<file path="config.mk">
export PLATFORM = sky130hd
export DESIGN_NAME = envelope_gen
export DESIGN_NICKNAME = d
export VERILOG_FILES = /design/src/rtl/envelope_gen.sv
export SDC_FILE = /design/constraint.sdc
export NUM_CORES = 1
export LEC_CHECK = 0
export BUFFER_PORTS_ARGS = -buffer_cell sky130_fd_sc_hd__buf_2
export CAP_MARGIN = 20
export CORE_UTILIZATION = 63
export CTS_CLUSTER_DIAMETER = 40
export DETAILED_ROUTE_END_ITERATION = 6
export PLACE_DENSITY = 0.81
export RECOVER_POWER = 50
export SYNTH_ARGS = -nofsm -noshare
export SYNTH_HDL_FRONTEND = slang
export SYNTH_SLANG_ARGS = --single-unit
</file>
<file path="constraint.sdc">
create_clock -name clk -period 6.54 [get_ports clk]
set_input_delay 1.308 -clock clk [delete_from_list [all_inputs] [get_ports clk]]
set_output_delay 1.308 -clock clk [all_outputs]
set_load 0.01 [all_outputs]
</file>
<file path="src/rtl/envelope_gen.sv">
// Per-voice ADSR envelope that scales one signed sample per frame tick and
// emits it with a one-cycle valid strobe. Define ENV_EXP_RELEASE_EN for exponential release.
module envelope_gen #(
  parameter int SAMPLE_W      = 16,
  parameter int ENV_W         = 16,
  parameter int RELEASE_SHIFT = 6
) (
  input  logic                       clk,
  input  logic                       reset,
  input  logic                       sample_tick,
  input  logic                       gate,
  input  logic [ENV_W-1:0]           attack_rate,
  input  logic [ENV_W-1:0]           decay_rate,
  input  logic [ENV_W-1:0]           sustain_level,
  input  logic [ENV_W-1:0]           release_rate,
  input  logic signed [SAMPLE_W-1:0] sample_in,
  output logic signed [SAMPLE_W-1:0] sample_out,
  output logic                       sample_valid,
  output logic [ENV_W-1:0]           env_level,
  output logic [2:0]                 env_state,
  output logic                       busy
);

  typedef enum logic [2:0] {
    S_IDLE    = 3'd0,
    S_ATTACK  = 3'd1,
    S_DECAY   = 3'd2,
    S_SUSTAIN = 3'd3,
    S_RELEASE = 3'd4
  } state_t;

  localparam int                PROD_W    = SAMPLE_W + ENV_W + 1;
  localparam logic [ENV_W-1:0]  LEVEL_MAX = '1;

  state_t                    state;
  logic                      gate_q;
  logic                      rise, fall;
  logic [ENV_W:0]            attack_sum;
  logic                      attack_full;
  logic                      decay_done;
  logic [ENV_W:0]            rel_step;
  logic                      release_done;
  logic [ENV_W-1:0]          release_next;
  logic signed [PROD_W-1:0]  prod;
  logic                      prod_vld;

  assign env_state = state;
  assign busy      = (state != S_IDLE);

  // Every step result is computed one bit wider so the level never wraps.
  always_comb begin
    rise        = gate & ~gate_q;
    fall        = ~gate & gate_q;
    attack_sum  = {1'b0, env_level} + {1'b0, attack_rate};
    attack_full = (attack_sum >= {1'b0, LEVEL_MAX});
    decay_done  = ({1'b0, env_level} <= ({1'b0, sustain_level} + {1'b0, decay_rate}));
`ifdef ENV_EXP_RELEASE_EN
    rel_step    = ({1'b0, env_level} >> RELEASE_SHIFT) + (ENV_W+1)'(1);
`else
    rel_step    = {1'b0, release_rate};
`endif
    release_done = ({1'b0, env_level} <= rel_step);
    release_next = env_level - rel_step[ENV_W-1:0];
  end

  // NOTE: sequential state uses non-blocking assignments so every register
  // samples the pre-edge values, independent of statement order.
  always_ff @(posedge clk or negedge reset) begin
    if (!reset) begin
      state     <= S_IDLE;
      env_level <= '0;
      gate_q    <= 1'b0;
    end else if (sample_tick) begin
      gate_q <= gate;
      if (rise) begin
        state <= S_ATTACK;
      end else if (fall && (state == S_ATTACK || state == S_DECAY || state == S_SUSTAIN)) begin
        state <= S_RELEASE;
      end else begin
        unique case (state)
          S_IDLE: env_level <= '0;
          S_ATTACK: begin
            if (attack_full) begin
              env_level <= LEVEL_MAX;
              state     <= S_DECAY;
            end else begin
              env_level <= attack_sum[ENV_W-1:0];
            end
          end
          S_DECAY: begin
            if (decay_done) begin
              env_level <= sustain_level;
              state     <= S_SUSTAIN;
            end else begin
              env_level <= env_level - decay_rate;
            end
          end
          S_SUSTAIN: env_level <= sustain_level;
          S_RELEASE: begin
            if (release_done) begin
              env_level <= '0;
              state     <= S_IDLE;
            end else begin
              env_level <= release_next;
            end
          end
          default: begin
            env_level <= '0;
            state     <= S_IDLE;
          end
        endcase
      end
    end
  end

  // NOTE: the pipeline registers are reset too, so a reset mid-note can never
  // leak a stale product or valid pulse afterwards.
  always_ff @(posedge clk or negedge reset) begin
    if (!reset) begin
      prod         <= '0;
      prod_vld     <= 1'b0;
      sample_out   <= '0;
      sample_valid <= 1'b0;
    end else begin
      if (sample_tick)
        prod <= PROD_W'(sample_in) * PROD_W'($signed({1'b0, env_level}));
      prod_vld     <= sample_tick;
      sample_valid <= prod_vld;
      if (prod_vld)
        sample_out <= prod[SAMPLE_W+ENV_W-1:ENV_W];
    end
  end

endmodule

</file>
# Yosys cells after proc, flatten, opt, wreduce, memory -nomap -nowiden
# Index checks and enable logic that the tools add are counted.
# totals
register_bits	70
in_bits	84
output_inout_bits	37
elab_cells	47
# op_classes
addsub	4
multipliers	1
magnitude_cmp	3
eq_ne	8
muxes	10
bitwise	6
reduce_logical	8
# op_table
cell	n
16-bit one-hot mux with 4 select lines	1
16-bit two-way mux	3
16-bit by 16-bit adder with 17-bit output	2
16-bit by 17-bit multiplier with 32-bit output	1
16-bit subtractor	2
17-bit by 16-bit greater-or-equal comparator with 1-bit output (second input constant)	1
16-bit by 17-bit <= comparator with 1-bit output	1
16-bit <= comparator	1
3-bit two-way mux	5
3-bit one-hot mux with 4 select lines	1
4-bit by 3-bit != test with 1-bit output (second input constant)	2
3-bit by 2-bit == test with 1-bit output (second input constant)	2
5-bit AND reduction	1
4-bit != test (second input constant)	1
1-bit inverter	4
3-bit by 1-bit == test with 1-bit output (second input constant)	1
3-bit == test (second input constant)	1
3-bit logical NOT	1
3-bit by 1-bit != test with 1-bit output (second input constant)	1
3-bit AND reduction	1
3-bit nonzero test	1
1-bit bitwise AND	2
1-bit logical OR	2
2-bit OR reduction	1
1-bit logical AND	1

# Depth between registers and ports, before layout
# depth
word_depth	6
ltp_mapped	23
mapped_depth_nobuf	22

# Worst setup path after synthesis
# Ideal clock, no wire load.
# synth_timing
kind	input -> register
from	input port sample_in[7]
to	register prod[28]
setup_time_ps	126
t_arrival_ps	6719
setup_slack_ps	-305
path_stages	23
n_path_buf	1
cell_sequence	clkbuf_1 > nand2_1 > fa_1 > inv_1 > fa_1 > inv_1 > fa_1 > inv_1 > fa_1 > fa_1 > inv_1 > fa_1 > inv_1 > ha_1 > and4_1 > o211a_1 > a221oi_2 > o211ai_2 > nand3_2 > a21oi_1 > o21ai_0 > a21oi_1 > a221o_1
# synth_via
elab_chain_cells	1
# synth_rtl
element	line	text
start, declared	16	input logic signed [SAMPLE_W-1:0] sample_in,
16-bit by 17-bit multiplier with 32-bit output	126	prod <= PROD_W'(sample_in) * PROD_W'($signed({1'b0, env_level}));
end signal, assigned	126	
end, declared	44	logic signed [PROD_W-1:0] prod;
# No other way between the ends.
# A chain may end at the register's enable or synchronous reset.

# Worst setup path in the final report
# layout_timing
from	input port sample_in[12]
to	register prod[28]
# The elaborated chain is that of the path after synthesis.

==> metrics <==
outcome finished, violations left; violated checks setup timing; Placement Rows 54; Seq/Total Area, Yosys 0.0962; vias in the first global route 12000; Setup WS post-layout -0.0271 ns; top fanout value on the critical path 5; worst slack at placement -0.605 ns; count of warnings emitted by yosys 0; number of clock sinks 54; htree depth 2; fraction of met2 tracks used by global routing 0.554; aggregate routed wire length 35800 um; fill cell instance count of the final layout 1587; Die Height 151 um; CTS Buffer Depth 2; antenna-violating nets left 0; number of cells in the finished layout apart from fillers 2031; ports placed on the boundary 121; count of placed standard cells including taps 2016; pin count of the biggest net entering global routing 55; number of nets produced by synthesis 2071; count of unique library cells instantiated by Yosys 79; share of Yosys cell area claimed by the top area cell type 0.281; post-route worst hold slack 0.499 ns; horizontal die dimension 151 um; area of the die 0.0229 mm^2; worst setup skew after layout 0.00855 ns; Via-to-Cell Ratio 5.88; library cell occupying the most area in the post-synthesis netlist sky130_fd_sc_hd__fa_1; Synth async-reset ratio 1.00; Post-Synthesis Cell Area 0.0140 mm^2; share of the cycle needed by the critical path after routing 1.00; buffer type at the clock tree root sky130_fd_sc_hd__clkbuf_16; insertion delay of the later-clocked pin in the worst-skew pair 0.31 ns; final hold vios 0; leakage power of the design 8.41 nW; Inserted Clock Buffers 5; crit end category register; global-route track usage on met1 0.407; max_slew headroom 0.477; required time reported for the critical path endpoint 6.74 ns; number of max-capacitance violations reported 0; setup repair after global routing missed its margin true; total of endpoints with negative setup slack in the final report 3; worst endpoint data arrival time 6.76 ns; diode count 0; M3 GR Usage 0.0506; Mean Syn Cell Area 8.80 um^2; GRT Resource Usage Total 0.324; startpoint type of the worst setup path primary input; number of synthesized flops with an enable pin 0; worst-margin pin slew 0.784 ns; cts hold-fix bufs 0; kind of critical path primary input to register; via count 11900; worst-case vdd ir drop 317 uV; # port buffers 120; Hold WC Path Type register to register; weighted congestion at the end of routability-driven global placement 0.960; total iterations of the first detailed-routing run 5; first-pass GRT wire length 57200 um; share of layout cells above drive strength 1 0.170; total power 0.00517 W; average wire per cell in the routed design 17.6 um; power density normalized to cell area 326 mW/mm^2; effective utilization at floorplan 0.644; Final HPWL DP 29400 um; clock slew at reported path FFs 0.08 ns; most used routing layer in global routing met2; Core Region 0.0218 mm^2; total congestion overflow 0; Main synth FF type sky130_fd_sc_hd__dfrtp_1; Cells after Synth 1597; Post-layout nets 2224; detailed-route DRC error count 0; initial detailed-routing violation count 722; number of antenna violations at the first check in global routing 0; Final Critical Period 6.57 ns; clock tree from TritonCTS built; most area-consuming cells after synthesis sky130_fd_sc_hd__fa_1 28%, sky130_fd_sc_hd__ha_1 17%, sky130_fd_sc_hd__dfrtp_1 9.6%, sky130_fd_sc_hd__inv_1 7.5%, sky130_fd_sc_hd__and2_1 5.4%; R2R setup slack 0.21 ns; Seq cells post-synth 54; number of pins with negative max-slew slack in the final report 0; layout-stage area growth over the synthesis result 13.1%; highest achievable clock rate 152 MHz
## metal layers
metal | wire length, um | vias to the layer above | share of wire
met5 | 0 | - | 0
met4 | 1390 | 0 | 0.039
met3 | 2450 | 102 | 0.068
met2 | 17500 | 466 | 0.49
met1 | 14500 | 5803 | 0.40
li1 | - | 5565 | -
## worst paths after layout
kind | from | endpoint | cells past startpoint
min | prod[19]$_DFFE_PN0P_ | prod[19]$_DFFE_PN0P_ | 1
max reg2reg | env_level[4]$_DFFE_PN0P_ | prod[28]$_DFFE_PN0P_ | 21
max in group asynchronous | reset | env_state[0]$_DFFE_PN0P_ | 2
max | sample_in[12] | prod[28]$_DFFE_PN0P_ | 25
min in group asynchronous | reset | prod[18]$_DFFE_PN0P_ | 2
min reg2reg | prod[19]$_DFFE_PN0P_ | prod[19]$_DFFE_PN0P_ | 1
## state kept, by name, indices dropped and copies added (netlist names)
signal and flops:
env_level 16, env_state 3, gate_q 1, prod 16
prod_vld 1, sample_out 16, sample_valid 1
## Yosys cell counts, drive strengths merged (10+ instances only)
master,count
o211ai,11
fa,197
o21a,13
clkbuf,44
xnor2,38
and2,122
inv,279
nand4,13
ha,193
nor3,32
xor2,20
dfrtp,54
nand2,174
o221ai,12
nand3,23
o21ai,33
nand2b,11
a21oi,59
o21bai,10
a211oi,14
a21o,35
nor2,67
mux2,26
a221oi,10
or3,10
## where the power goes
group | switching, W | internal (W) | leakage (nW)
combinational | 0.00232 | 0.00197 | 7.66
clock | 0.000141 | 0.000145 | 0.0740
sequential | 0.000138 | 0.000466 | 0.678
total | 0.00260 | 0.00258 | 8.41
## placed cells by master (no fill, tap or decap), drive strengths merged, types with 11 or more instances in the layout
| cell type | instances |
|---|---|
| a211oi | 14 |
| a21o | 35 |
| a21oi | 59 |
| and2 | 122 |
| buf | 197 |
| dfrtp | 54 |
| fa | 197 |
| ha | 193 |
| inv | 279 |
| mux2 | 26 |
| nand2 | 174 |
| nand2b | 11 |
| nand3 | 23 |
| nand4 | 13 |
| nor2 | 67 |
| nor3 | 32 |
| o211ai | 11 |
| o21a | 13 |
| o21ai | 33 |
| o221ai | 12 |
| xnor2 | 38 |
| xor2 | 20 |
## area by class of cell
| cell class | instances | area (um^2) | share of cell area |
|---|---|---|---|
| clock buffer | 5 | 125 | 0.00788 |
| clock inverter | 3 | 26.3 | 0.00165 |
| inverter | 279 | 1050 | 0.0659 |
| multi-input combinational | 1211 | 11600 | 0.733 |
| sequential | 54 | 1350 | 0.0851 |
| tap | 280 | 350 | 0.0221 |
| timing repair buffer | 199 | 1340 | 0.0844 |
## stage by stage
| stage | utilization | area, um^2 | TNS, ns |
|---|---|---|---|
| 2_1_floorplan | - | 14100 | -0.223 |
| 3_3_place_gp | 0.705 | 15400 | -2.82 |
| 3_5_place_dp | 0.705 | 15400 | -5.29 |
| 4_1_cts | 0.718 | 15700 | -0.00609 |
| 5_1_grt | 0.728 | 15900 | -1.72 |
| 6_report | 0.728 | 15900 | -0.0450 |
## logic make-up (layout without fill, tap and decap cells)
group           count (synthesis)  count (layout)  synth area share
compound gates                252             252             0.131
simple gates                  481             481             0.171
xor+xnor                       58              58            0.0362
flops                          54              54            0.0962
fa+ha+maj                     390             390             0.453
buf+inv                       332             486            0.0895
mux                            30              30            0.0237
## what timing repair did
action / in CTS / in global routing
gates cloned: 0 / 2
buffers inserted: 2 / 6
resized for setup: 32 / 40
setup endpoints to repair: 7 / 13
pin swaps: 27 / 22
## worst max-delay path, cell delays in order
cell and delay, ns:
sky130_fd_sc_hd__buf_6 0.11, sky130_fd_sc_hd__buf_6 0.12, sky130_fd_sc_hd__nand2_2 0.06, sky130_fd_sc_hd__fa_1 0.55
sky130_fd_sc_hd__inv_1 0.04, sky130_fd_sc_hd__ha_1 0.27, sky130_fd_sc_hd__inv_1 0.05, sky130_fd_sc_hd__fa_1 0.55
sky130_fd_sc_hd__inv_2 0.04, sky130_fd_sc_hd__fa_1 0.50, sky130_fd_sc_hd__fa_1 0.56, sky130_fd_sc_hd__inv_2 0.04
sky130_fd_sc_hd__fa_1 0.52, sky130_fd_sc_hd__inv_2 0.05, sky130_fd_sc_hd__ha_4 0.27, sky130_fd_sc_hd__and4_4 0.22
sky130_fd_sc_hd__o211a_1 0.19, sky130_fd_sc_hd__a221oi_4 0.11, sky130_fd_sc_hd__o211ai_4 0.25, sky130_fd_sc_hd__nand3_4 0.13
sky130_fd_sc_hd__a21oi_4 0.22, sky130_fd_sc_hd__buf_4 0.14, sky130_fd_sc_hd__o21ai_2 0.07, sky130_fd_sc_hd__o211a_1 0.12
sky130_fd_sc_hd__a221o_1 0.25
(Power assumes the default switching activity.)
